**config.mk**
```make
export PLATFORM = sky130hd
export DESIGN_NAME = flt_add_seq
export DESIGN_NICKNAME = d
export VERILOG_FILES = /design/src/rtl/flt_pkg.sv /design/src/rtl/flt_round.sv /design/src/rtl/flt_add_seq.sv
export SDC_FILE = /design/constraint.sdc
export NUM_CORES = 1
export LEC_CHECK = 0
export CORE_AREA = 4 4 115 128
export DETAILED_ROUTE_END_ITERATION = 8
export DIE_AREA = 0 0 119 132
export DONT_BUFFER_PORTS = 1
export PLACE_DENSITY_LB_ADDON = 0.12
export SETUP_SLACK_MARGIN = 0.02
export SKIP_LAST_GASP = 1
export SYNTH_ARGS = -nofsm -noshare
export SYNTH_HDL_FRONTEND = slang
export SYNTH_SLANG_ARGS = --single-unit
export TNS_END_PERCENT = 10
```
**constraint.sdc**
```tcl
create_clock -name clk -period 13.15 [get_ports clk]
set_clock_uncertainty 0.2 [all_clocks]
set_input_delay 1.315 -clock clk [delete_from_list [all_inputs] [get_ports clk]]
set_output_delay 1.315 -clock clk [all_outputs]
set_load 0.01 [all_outputs]
```
**src/rtl/flt_pkg.sv**
```systemverilog
// Shared types and constants for the sequential floating-point units.
package flt_pkg;

    // Default (half-precision) geometry
    localparam int DEF_EXP_W = 5;
    localparam int DEF_MAN_W = 10;
    localparam int BIAS      = 2**(DEF_EXP_W-1) - 1;
    localparam int EXP_MAX   = 2**DEF_EXP_W - 1;
    // Working mantissa: hidden, stored mantissa, guard, round, sticky
    localparam int WM_W      = DEF_MAN_W + 4;

    typedef enum logic [2:0] {
        IDLE, UNPACK, ALIGN, ADD, NORM, ROUND, DONE
    } state_t;

    typedef struct packed {
        logic                 sign;
        logic [DEF_EXP_W-1:0] exp;
        logic [DEF_MAN_W-1:0] mant;
    } flt_t;

endpackage

```
**src/rtl/flt_round.sv**
```systemverilog
// Combinational mantissa rounding: round-to-nearest-even or truncate.
module flt_round #(
    parameter int MAN_W  = 10,
    parameter int RND_EN = 1
) (
    input  logic [MAN_W:0]   mant_in,   // hidden bit + stored mantissa
    input  logic             g,
    input  logic             r,
    input  logic             s,
    output logic [MAN_W+1:0] mant_out,  // extra msb catches the rounding carry
    output logic             inexact
);
    logic inc;

    // Round up above half, or at exactly half when the lsb is odd
    always_comb begin
        inc      = (RND_EN != 0) && g && (r || s || mant_in[0]);
        mant_out = {1'b0, mant_in} + {{(MAN_W+1){1'b0}}, inc};
        inexact  = g | r | s;
    end
endmodule

```
**src/rtl/flt_add_seq.sv**
```systemverilog
// Multi-cycle floating-point add/subtract with start/done handshake.
module flt_add_seq
    import flt_pkg::*;
#(
    parameter int EXP_W  = DEF_EXP_W,
    parameter int MAN_W  = DEF_MAN_W,
    parameter int RND_EN = 1
) (
    input  logic                     clk,
    input  logic                     reset,
    input  logic                     start,
    input  logic                     op,
    input  logic [EXP_W+MAN_W:0]     a,
    input  logic [EXP_W+MAN_W:0]     b,
    output logic [EXP_W+MAN_W:0]     result,
    output logic                     done,
    output logic                     busy,
    output logic                     ovf,
    output logic                     zero,
    output logic                     inexact
);
    localparam int W  = 1 + EXP_W + MAN_W;
    localparam int WM = WM_W - DEF_MAN_W + MAN_W;   // hidden, mant, G, R, S
    localparam int EW = EXP_W + 2;                  // signed exponent headroom
    localparam logic signed [EW-1:0] EX_ONE = EW'(1);
    localparam logic signed [EW-1:0] EX_TOP = EW'((1 << EXP_W) - 1);
    localparam logic [EW-1:0]        D_ONE  = EW'(1);
    localparam logic [EW-1:0]        D_COLL = EW'(MAN_W + 3);

    typedef struct packed {
        logic             sign;
        logic [EXP_W-1:0] exp;
        logic [MAN_W-1:0] mant;
    } fp_t;

    state_t               state, state_nx;
    fp_t                  a_r, b_r, big, sml, r_res;
    logic                 sa, sb, r_ovf, r_zero, r_inx;
    logic                 a_zero, b_zero, a_inf, b_inf, swap, accept;
    logic [EXP_W+MAN_W-1:0] mag_a, mag_b;
    logic [EXP_W-1:0]     e_diff;
    logic [WM-1:0]        ma, mb;
    logic [WM:0]          sum;
    logic signed [EW-1:0] ex, ex_r;
    logic [EW-1:0]        d;
    logic [MAN_W+1:0]     rnd_m;
    logic [MAN_W-1:0]     man_r;
    logic                 rnd_inx;

    // A new request is taken when idle, or once the previous result is out
    assign accept = start && (state == IDLE || (state == DONE && done));

    // Classify captured operands and order them so |big| >= |sml|
    always_comb begin
        a_zero = (a_r.exp == '0);
        b_zero = (b_r.exp == '0);
        a_inf  = &a_r.exp;
        b_inf  = &b_r.exp;
        mag_a  = a_zero ? '0 : {a_r.exp, a_r.mant};
        mag_b  = b_zero ? '0 : {b_r.exp, b_r.mant};
        swap   = mag_b > mag_a;
        big    = swap ? b_r : a_r;
        sml    = swap ? a_r : b_r;
        e_diff = big.exp - sml.exp;
    end

    flt_round #(.MAN_W(MAN_W), .RND_EN(RND_EN)) u_round (
        .mant_in  (sum[WM-1:3]),
        .g        (sum[2]),
        .r        (sum[1]),
        .s        (sum[0]),
        .mant_out (rnd_m),
        .inexact  (rnd_inx)
    );

    // Renormalise after a rounding carry
    always_comb begin
        ex_r  = rnd_m[MAN_W+1] ? ex + EX_ONE : ex;
        man_r = rnd_m[MAN_W+1] ? rnd_m[MAN_W:1] : rnd_m[MAN_W-1:0];
    end

    // State register
    always_ff @(posedge clk or negedge reset) begin
        if (!reset) state <= IDLE;
        else        state <= state_nx;
    end

    // Next-state logic
    always_comb begin
        state_nx = state;
        case (state)
            IDLE:   if (accept) state_nx = UNPACK;
            UNPACK: begin
                if (a_inf || b_inf)     state_nx = DONE;
                else if (e_diff == '0)  state_nx = ADD;
                else                    state_nx = ALIGN;
            end
            ALIGN:  if (d > D_COLL || d == D_ONE) state_nx = ADD;
            ADD:    state_nx = NORM;
            NORM: begin
                if (sum[WM])             state_nx = ROUND;
                else if (sum == '0)      state_nx = DONE;
                else if (!sum[WM-1]) begin
                    if (ex <= EX_ONE)    state_nx = DONE;
                end
                else                     state_nx = ROUND;
            end
            ROUND:  state_nx = DONE;
            DONE:   if (accept) state_nx = UNPACK;
            default: state_nx = IDLE;
        endcase
    end

    // Datapath, staged result and handshake outputs
    always_ff @(posedge clk or negedge reset) begin
        if (!reset) begin
            a_r <= '0;  b_r <= '0;  sa <= 1'b0; sb <= 1'b0;
            ma <= '0;   mb <= '0;   sum <= '0;  ex <= '0;  d <= '0;
            r_res <= '0; r_ovf <= 1'b0; r_zero <= 1'b0; r_inx <= 1'b0;
            result <= '0; done <= 1'b0; busy <= 1'b0;
            ovf <= 1'b0; zero <= 1'b0; inexact <= 1'b0;
        end else begin
            if (accept) begin
                a_r     <= a;
                b_r     <= {b[W-1] ^ op, b[W-2:0]};
                busy    <= 1'b1;
                done    <= 1'b0;
                ovf     <= 1'b0;
                zero    <= 1'b0;
                inexact <= 1'b0;
            end
            case (state)
                UNPACK: begin
                    sa <= big.sign;
                    sb <= sml.sign;
                    ma <= (big.exp != '0) ? {1'b1, big.mant, 3'b000} : '0;
                    mb <= (sml.exp != '0) ? {1'b1, sml.mant, 3'b000} : '0;
                    ex <= {2'b00, big.exp};
                    d  <= {2'b00, e_diff};
                    // Infinity short-circuits; opposite infinities saturate to +inf
                    r_res.exp  <= '1;
                    r_res.mant <= '0;
                    r_res.sign <= (a_inf && b_inf && (a_r.sign != b_r.sign)) ? 1'b0 :
                                  (a_inf ? a_r.sign : b_r.sign);
                    r_ovf  <= a_inf && b_inf && (a_r.sign != b_r.sign);
                    r_zero <= 1'b0;
                    r_inx  <= 1'b0;
                end
                ALIGN: begin
                    if (d > D_COLL) begin
                        mb <= {{(WM-1){1'b0}}, |mb};
                        d  <= '0;
                    end else begin
                        mb <= {1'b0, mb[WM-1:2], mb[1] | mb[0]};
                        d  <= d - D_ONE;
                    end
                end
                ADD: sum <= (sa ^ sb) ? {1'b0, ma} - {1'b0, mb} : {1'b0, ma} + {1'b0, mb};
                NORM: begin
                    if (sum[WM]) begin
                        sum <= {1'b0, sum[WM:2], sum[1] | sum[0]};
                        ex  <= ex + EX_ONE;
                    end else if (sum == '0) begin
                        r_res <= '0; r_ovf <= 1'b0; r_zero <= 1'b1; r_inx <= 1'b0;
                    end else if (!sum[WM-1]) begin
                        if (ex <= EX_ONE) begin
                            // Would go subnormal: flush to +0
                            r_res <= '0; r_ovf <= 1'b0; r_zero <= 1'b1; r_inx <= 1'b1;
                        end else begin
                            sum <= {sum[WM-1:0], 1'b0};
                            ex  <= ex - EX_ONE;
                        end
                    end
                end
                ROUND: begin
                    r_res.sign <= sa;
                    r_zero     <= 1'b0;
                    r_inx      <= rnd_inx;
                    if (ex_r >= EX_TOP) begin
                        r_res.exp  <= '1;
                        r_res.mant <= '0;
                        r_ovf      <= 1'b1;
                    end else begin
                        r_res.exp  <= ex_r[EXP_W-1:0];
                        r_res.mant <= man_r;
                        r_ovf      <= 1'b0;
                    end
                end
                DONE: begin
                    if (!done) begin
                        result  <= r_res;
                        ovf     <= r_ovf;
                        zero    <= r_zero;
                        inexact <= r_inx;
                        done    <= 1'b1;
                        busy    <= 1'b0;
                    end
                end
                default: ;
            endcase
        end
    end
endmodule

```
==> results of run 1 <==
## power by group
group,switching [µW],internal [µW],total [µW]
combinational,840,628,1470
clock,175,334,510
sequential,238,584,821
## cells in the mapped netlist, drive strengths merged (2+ instances only)
library cell,n,share of area
and3,5,0.0040
a31oi,8,0.0063
dfrtp,131,0.42
mux2,19,0.027
a22oi,12,0.011
a22o,3,0.0033
a32o,3,0.0038
clkbuf,40,0.019
xor2,22,0.024
a21o,6,0.0057
nand4,6,0.0048
o31ai,5,0.0048
or4,5,0.0048
ha,34,0.054
or3,6,0.0054
o22ai,5,0.0040
a222oi,5,0.0063
xnor2,22,0.024
and2,4,0.0032
nor2b,14,0.012
nor3,18,0.011
o41ai,3,0.0033
nand2,184,0.088
o22a,4,0.0044
mux2i,27,0.034
or2,3,0.0024
a2bb2oi,2,0.0022
nand2b,5,0.0040
inv,21,0.010
nand3,22,0.015
o21ai,76,0.049
a32oi,2,0.0022
nor4,7,0.0063
a311oi,2,0.0022
buf,15,0.010
o221ai,4,0.0044
o21a,7,0.0067
a21oi,57,0.036
o211ai,11,0.010
a211oi,5,0.0054
nor2,72,0.034
nand3b,3,0.0029
## flip-flops by register name (all words and copies together), names as in the netlist, 3 cells and up
name and flops:
ex 7, ma 11, r_res 16, sum 15, d 7, state 3
mb 14, b_r 16, a_r 16, result 16
## logic make-up after synthesis
group           after synthesis
flops                       131
buf+inv                      77
mux                          46
simple gates                359
fa+ha+maj                    34
xor+xnor                     44
compound gates              225
## how the worst min path moves through the flow
stage / startpoint / end / slack (ns) / depth (start not counted)
2_1_floorplan: r_res[1]$_DFFE_PN0P_ / r_res[1]$_DFFE_PN0P_ / 0.23 / 2
3_3_place_gp: r_res[1]$_DFFE_PN0P_ / r_res[1]$_DFFE_PN0P_ / 0.25 / 2
3_5_place_dp: r_res[1]$_DFFE_PN0P_ / r_res[1]$_DFFE_PN0P_ / 0.26 / 2
4_1_cts: r_res[1]$_DFFE_PN0P_ / r_res[1]$_DFFE_PN0P_ / 0.27 / 2
5_1_grt: r_res[6]$_DFFE_PN0P_ / result[6]$_DFFE_PN0P_ / 0.32 / 1
6_report: r_res[1]$_DFFE_PN0P_ / r_res[1]$_DFFE_PN0P_ / 0.26 / 2
## per-stage QoR
step	total power, µW	utilization	hold slack (ns)
floorplan	1960	-	0.233
global placement	2230	0.586	0.251
detailed placement	2280	0.586	0.258
CTS	2810	0.632	0.271
global route	3060	0.632	0.317
finish	2800	0.632	0.262
## layout by cell type, fill, tap and decap left out, types with 6 or more instances in the layout
| cell type | n |
|---|---|
| a21o_1 | 6 |
| a21oi_1 | 56 |
| a22oi_1 | 12 |
| a31oi_1 | 8 |
| clkbuf_16 | 17 |
| dfrtp_1 | 131 |
| ha_1 | 34 |
| inv_1 | 21 |
| mux2_2 | 19 |
| mux2i_1 | 27 |
| nand2_1 | 183 |
| nand3_1 | 21 |
| nand4_1 | 6 |
| nor2_1 | 72 |
| nor2b_1 | 13 |
| nor3_1 | 17 |
| nor4_1 | 6 |
| o211ai_1 | 11 |
| o21a_1 | 7 |
| o21ai_0 | 69 |
| xnor2_1 | 22 |
| xor2_1 | 22 |
## cell type report
cell class,instances,share of cell area
inverters,22,0.00963
repair buffers,4,0.00350
clock inverters,13,0.0244
flip-flops and latches,131,0.382
well taps,188,0.0274
clock buffers,17,0.0496
multi-input cells,708,0.503
## worst reg2reg max path, cell delays in order, from the launching register on
cell and delay, ns:
dfrtp_1 0.47, or4_1 0.61, nor2_1 0.56, nor2b_1 0.12
ha_1 0.34, a211oi_1 0.23, nor2_1 0.09, o31ai_1 0.38
a21oi_4 0.09, buf_4 0.32, mux2i_1 0.19, ha_1 0.21
or3b_2 0.48, xor2_1 0.17, a31o_2 0.23
## routing by layer
metal,GRT usage,share of wire
met5,0,0
met3,0.0459,0.040
met1,0.303,0.44
met4,0.118,0.039
met2,0.386,0.48
==> metrics, run 1 <==
outcome finished clean; grt ovf 0; VDD IR max roughly 0.00017 V; pre-CTS WS 8.40 ns; Hold Buf Count CTS 0; DR vias/cell ~6.0; Die W ~120 µm; final worst path period share 0.364; PortBufs 0; worst-path maximum fanout a little over 40; Post-DP HPWL ~13,000 µm; Max stage delay on crit path slightly above 0.6 ns; CP Class reg -> reg; synthesized area 0.00789 mm²; Reg area ~0.0033 mm²; end of the critical path state[0]$_DFFE_PN0P_; CP Launch Point b_r[11]$_DFFE_PN0P_; RR Endpoint state[0]$_DFFE_PN0P_; crit path cell chain or4_1 -> nor2_1 -> nor2b_1 -> ha_1 -> a211oi_1 -> nor2_1 -> o31ai_1 -> a21oi_4 -> buf_4 -> mux2i_1 -> ha_1 -> or3b_2 -> xor2_1 -> a31o_2; crit path capture type flop; Achievable Freq roughly 210 MHz; Final Wtd Congestion 0.877; Std-Cell Core Area approximately 0.014 mm²; postcts setup bufs 0; Non-Filler Instances around 1,100; Yosys warnings 0; Worst Path Arrival 4.89 ns; Max-slew headroom 0.213; initial antenna violation count 0; Post-Synth Simple-Gate Area 0.203; CP bufs+invs 1; Fin Setup TNS 0 ns; n_diodes 0; Placed Cells incl. Taps about 1,100; DR iter-0 viols 378; footprint of the multi-input gates about 0.0043 mm²; Mapped Nets between 900 and 1,000; nets 954; CTS Buf Count 17; CTS tree done; Synth Area in Adders 0.0539; CP required approximately 13 ns; Sink Count approximately 130; Worst-path clk slew around 0.060 ns; post-synthesis mux area share 0.0614; Critical Path Source Type flop; worst reg2reg path depth 14; fin area approximately 0.0086 mm²; # rows 45; RSZ-0062 raised after global routing no; DRT Pass-1 Iters 7; Ports 57; delay-heaviest family, CP simple AND/OR/NAND/NOR gates; EDFF count, synth 0; Pins Over Slew Limit 0; overall routing resource usage 0.237; post-cts sizing count 0; min-delay worst type reg -> reg; Die Ht about 130 µm; P_leak between 0.003 and 0.004 µW; via count about 6,400; Final min period 4.78 ns; CP max-delay cell or4_1; clk root buf clkbuf_16; max_cap viols 0; first-pass GRT wire length about 31,000 µm; synth unique cells 64; Post-DP Area around 0.008 mm²; # DRC 0; pin count of the biggest net entering global routing 132; routed wire length about 18,000 µm; asr flop ratio synth 1.00; PD cells between 300 and 400 mW/mm²; number of global-route vias before repair between 6,000 and 7,000; Post-Syn Area per Cell about 8.6 µm²; worst reg2reg startpoint b_r[11]$_DFFE_PN0P_; Reg2Reg Setup Slack about 8.4 ns; CTS Buffer Depth 2; Die Area around 0.016 mm²; layout cells sized above 1 0.0760; Initial Utilization 0.581; Cells after Synth roughly 900; ys flop type dfrtp_1; logic depth of the worst path, buffers included 14; H-tree levels 4; Area Growth Syn to Fin 8.74%; Hold Vio Cnt, Final 0; largest family of logic cells by synthesized area simple AND/OR/NAND/NOR gates; DRT antenna net count 0; wire per inst roughly 17 µm; Synth Register Bits about 130; fillers 1,154; post-synthesis compound-gate area fraction 0.177; sequential fraction of the synthesis area 0.415; Clock Latency Late Sink between 0.4 and 0.5 ns; Slew @ Worst Pin 1.18 ns; # setup viols final 0; Setup WS post-layout approximately 8.4 ns; Synth Area in XOR/XNOR 0.0488
No activity file was read; power rests on OpenSTA's default activity.
==> inputs of run 2 (changes only) <==
==> constraint.sdc (replaced) <==
create_clock -name clk -period 4.98 [get_ports clk]
set_clock_uncertainty 0.2 [all_clocks]
set_input_delay 0.498 -clock clk [delete_from_list [all_inputs] [get_ports clk]]
set_output_delay 0.498 -clock clk [all_outputs]
set_load 0.01 [all_outputs]
==> metrics, run 2 (synthesized netlist as in run 1, its figures left out) <==
outcome finished clean; Std-Cell Core Area between 0.01 and 0.015 mm²; n_diodes 0; wire per inst 16.8 µm; Initial Utilization 0.581; Post-DP HPWL roughly 14,000 µm; Achievable Freq 224 MHz; pin count of the biggest net entering global routing roughly 130; CP required approximately 5.0 ns; DR iter-0 viols between 400 and 500; most frequent cells in the layout 183 x nand2_1, 131 x dfrtp_1, 72 x nor2_1, 69 x o21ai_0, 56 x a21oi_1; # setup viols final 0; via count ~6,600; Max-slew headroom 0.222; # rows 45; layout cells sized above 1 0.0754; CTS tree done; VDD IR max roughly 0.00035 V; P_leak 0.00397 µW; grt ovf 0; Pins Over Slew Limit 0; most common cell after layout, fill and taps aside nand2_1; final worst path period share 0.895; DRT antenna net count 0; clk root buf clkbuf_16; Hold Path Depth 2; CP Class reg -> reg; initial antenna violation count 0; Area Growth Syn to Fin 12.7%; worst reg2reg path depth 13; RSZ-0062 raised after global routing no; CTS Buf Count 17; Ports 57; Clock Latency Late Sink 0.42 ns; H-tree levels 4; nets around 990; Hold Buf Count CTS 30; CP max-delay cell or4_1; fin util 0.656; PortBufs 0; DRT Pass-1 Iters 7; PD cells around 840 mW/mm²; Slew @ Worst Pin between 1 and 1.5 ns; min-delay worst type in -> reg; crit path cell chain or4_1 -> nor2_1 -> nor2b_1 -> ha_1 -> a21oi_1 -> a21oi_1 -> o31ai_1 -> a21oi_4 -> mux2i_1 -> ha_1 -> or3b_2 -> xor2_1 -> o221ai_1; Sink Count 131; Fin Setup TNS 0 ns; max_cap viols 0; crit path capture type flop; worst-path maximum fanout 11; Die W about 120 µm; CTS Buffer Depth 2; DR vias/cell about 6.0; fin area between 0.008 and 0.009 mm²; postcts setup bufs 0; Post-DP Area between 0.007 and 0.008 mm²; Max stage delay on crit path 0.60 ns; Final min period between 4 and 5 ns; Final Wtd Congestion roughly 0.87; Die Ht ~130 µm; Worst Path Arrival between 4 and 5 ns; Critical Path Source Type flop; number of global-route vias before repair around 6,500; # DRC 0; Die Area approximately 0.016 mm²; Hold Vio Cnt, Final 0; Reg2Reg Setup Slack approximately 0.52 ns; routed wire length 18,700 µm; Worst-path clk slew roughly 0.06 ns; post-cts sizing count 0; first-pass GRT wire length 32,000 µm; overall routing resource usage 0.249
[run 2: cell types whose count changed in the layout (fill, tap and decap cells not counted), sizes merged]
cell / before / now
buf: 4 / 6
bufinv: 5 / 4
clkbuf: 17 / 20
dlygate4sd3: 0 / 29
[run 2: per-layer routing]
metal,vias up,part of all wire,global-route usage
met4,0,0.028,0.0895
met5,-,0,0
met2,192,0.50,0.422
li1,3229,-,-
met3,42,0.039,0.0528
met1,3186,0.43,0.313
[run 2: critical path: cells and delay by family, from the launching register on]
kind | cells | cell delay [ns]
simple gates | 4 | 1.76
compound gates | 5 | 0.97
fa+ha+maj | 2 | 0.55
flops | 1 | 0.46
xor+xnor | 1 | 0.22
mux | 1 | 0.15
[run 2: path summary, 6_finish.rpt]
check / startpoint / endpoint
max: b_r[11]$_DFFE_PN0P_ / d[2]$_DFFE_PN0N_
min in group asynchronous: reset / sum[11]$_DFFE_PN0P_
max reg2reg: b_r[11]$_DFFE_PN0P_ / d[2]$_DFFE_PN0N_
max in group asynchronous: reset / mb[10]$_DFFE_PN0N_
min: a[12] / a_r[12]$_DFFE_PN0P_
min reg2reg: r_res[1]$_DFFE_PN0P_ / r_res[1]$_DFFE_PN0P_
[run 2: stage by stage]
step           power, µW  std cells  setup slack (ns)  hold WS, ns
6_report            7460       1116             0.523       0.0187
5_1_grt             8120       1116             0.171       0.0150
4_1_cts             7460       1116             0.491      0.00556
3_5_place_dp        6060       1054             0.562      0.00672
3_3_place_gp        5910       1054             0.677      0.00915
2_1_floorplan       5170        916             0.454      0.00241
[run 2: report_power, final]
group	internal (µW)	switching (µW)	total [µW]	leakage (µW)
sequential	1540	635	2180	0.00164
combinational	1690	2280	3960	0.00203
clock	852	467	1320	0.000297
total	4080	3380	7460	0.00397
[run 2: area by class of cell]
cell class                      instances  area [µm²]
Inverter                               22        82.6
Fill cell                            1098        4670
Tap cell                              188         235
Timing Repair Buffer                   35         355
Clock buffer                           20         447
Clock inverter                         12         179
Multi-Input combinational cell        708        4320
Sequential cell                       131        3280
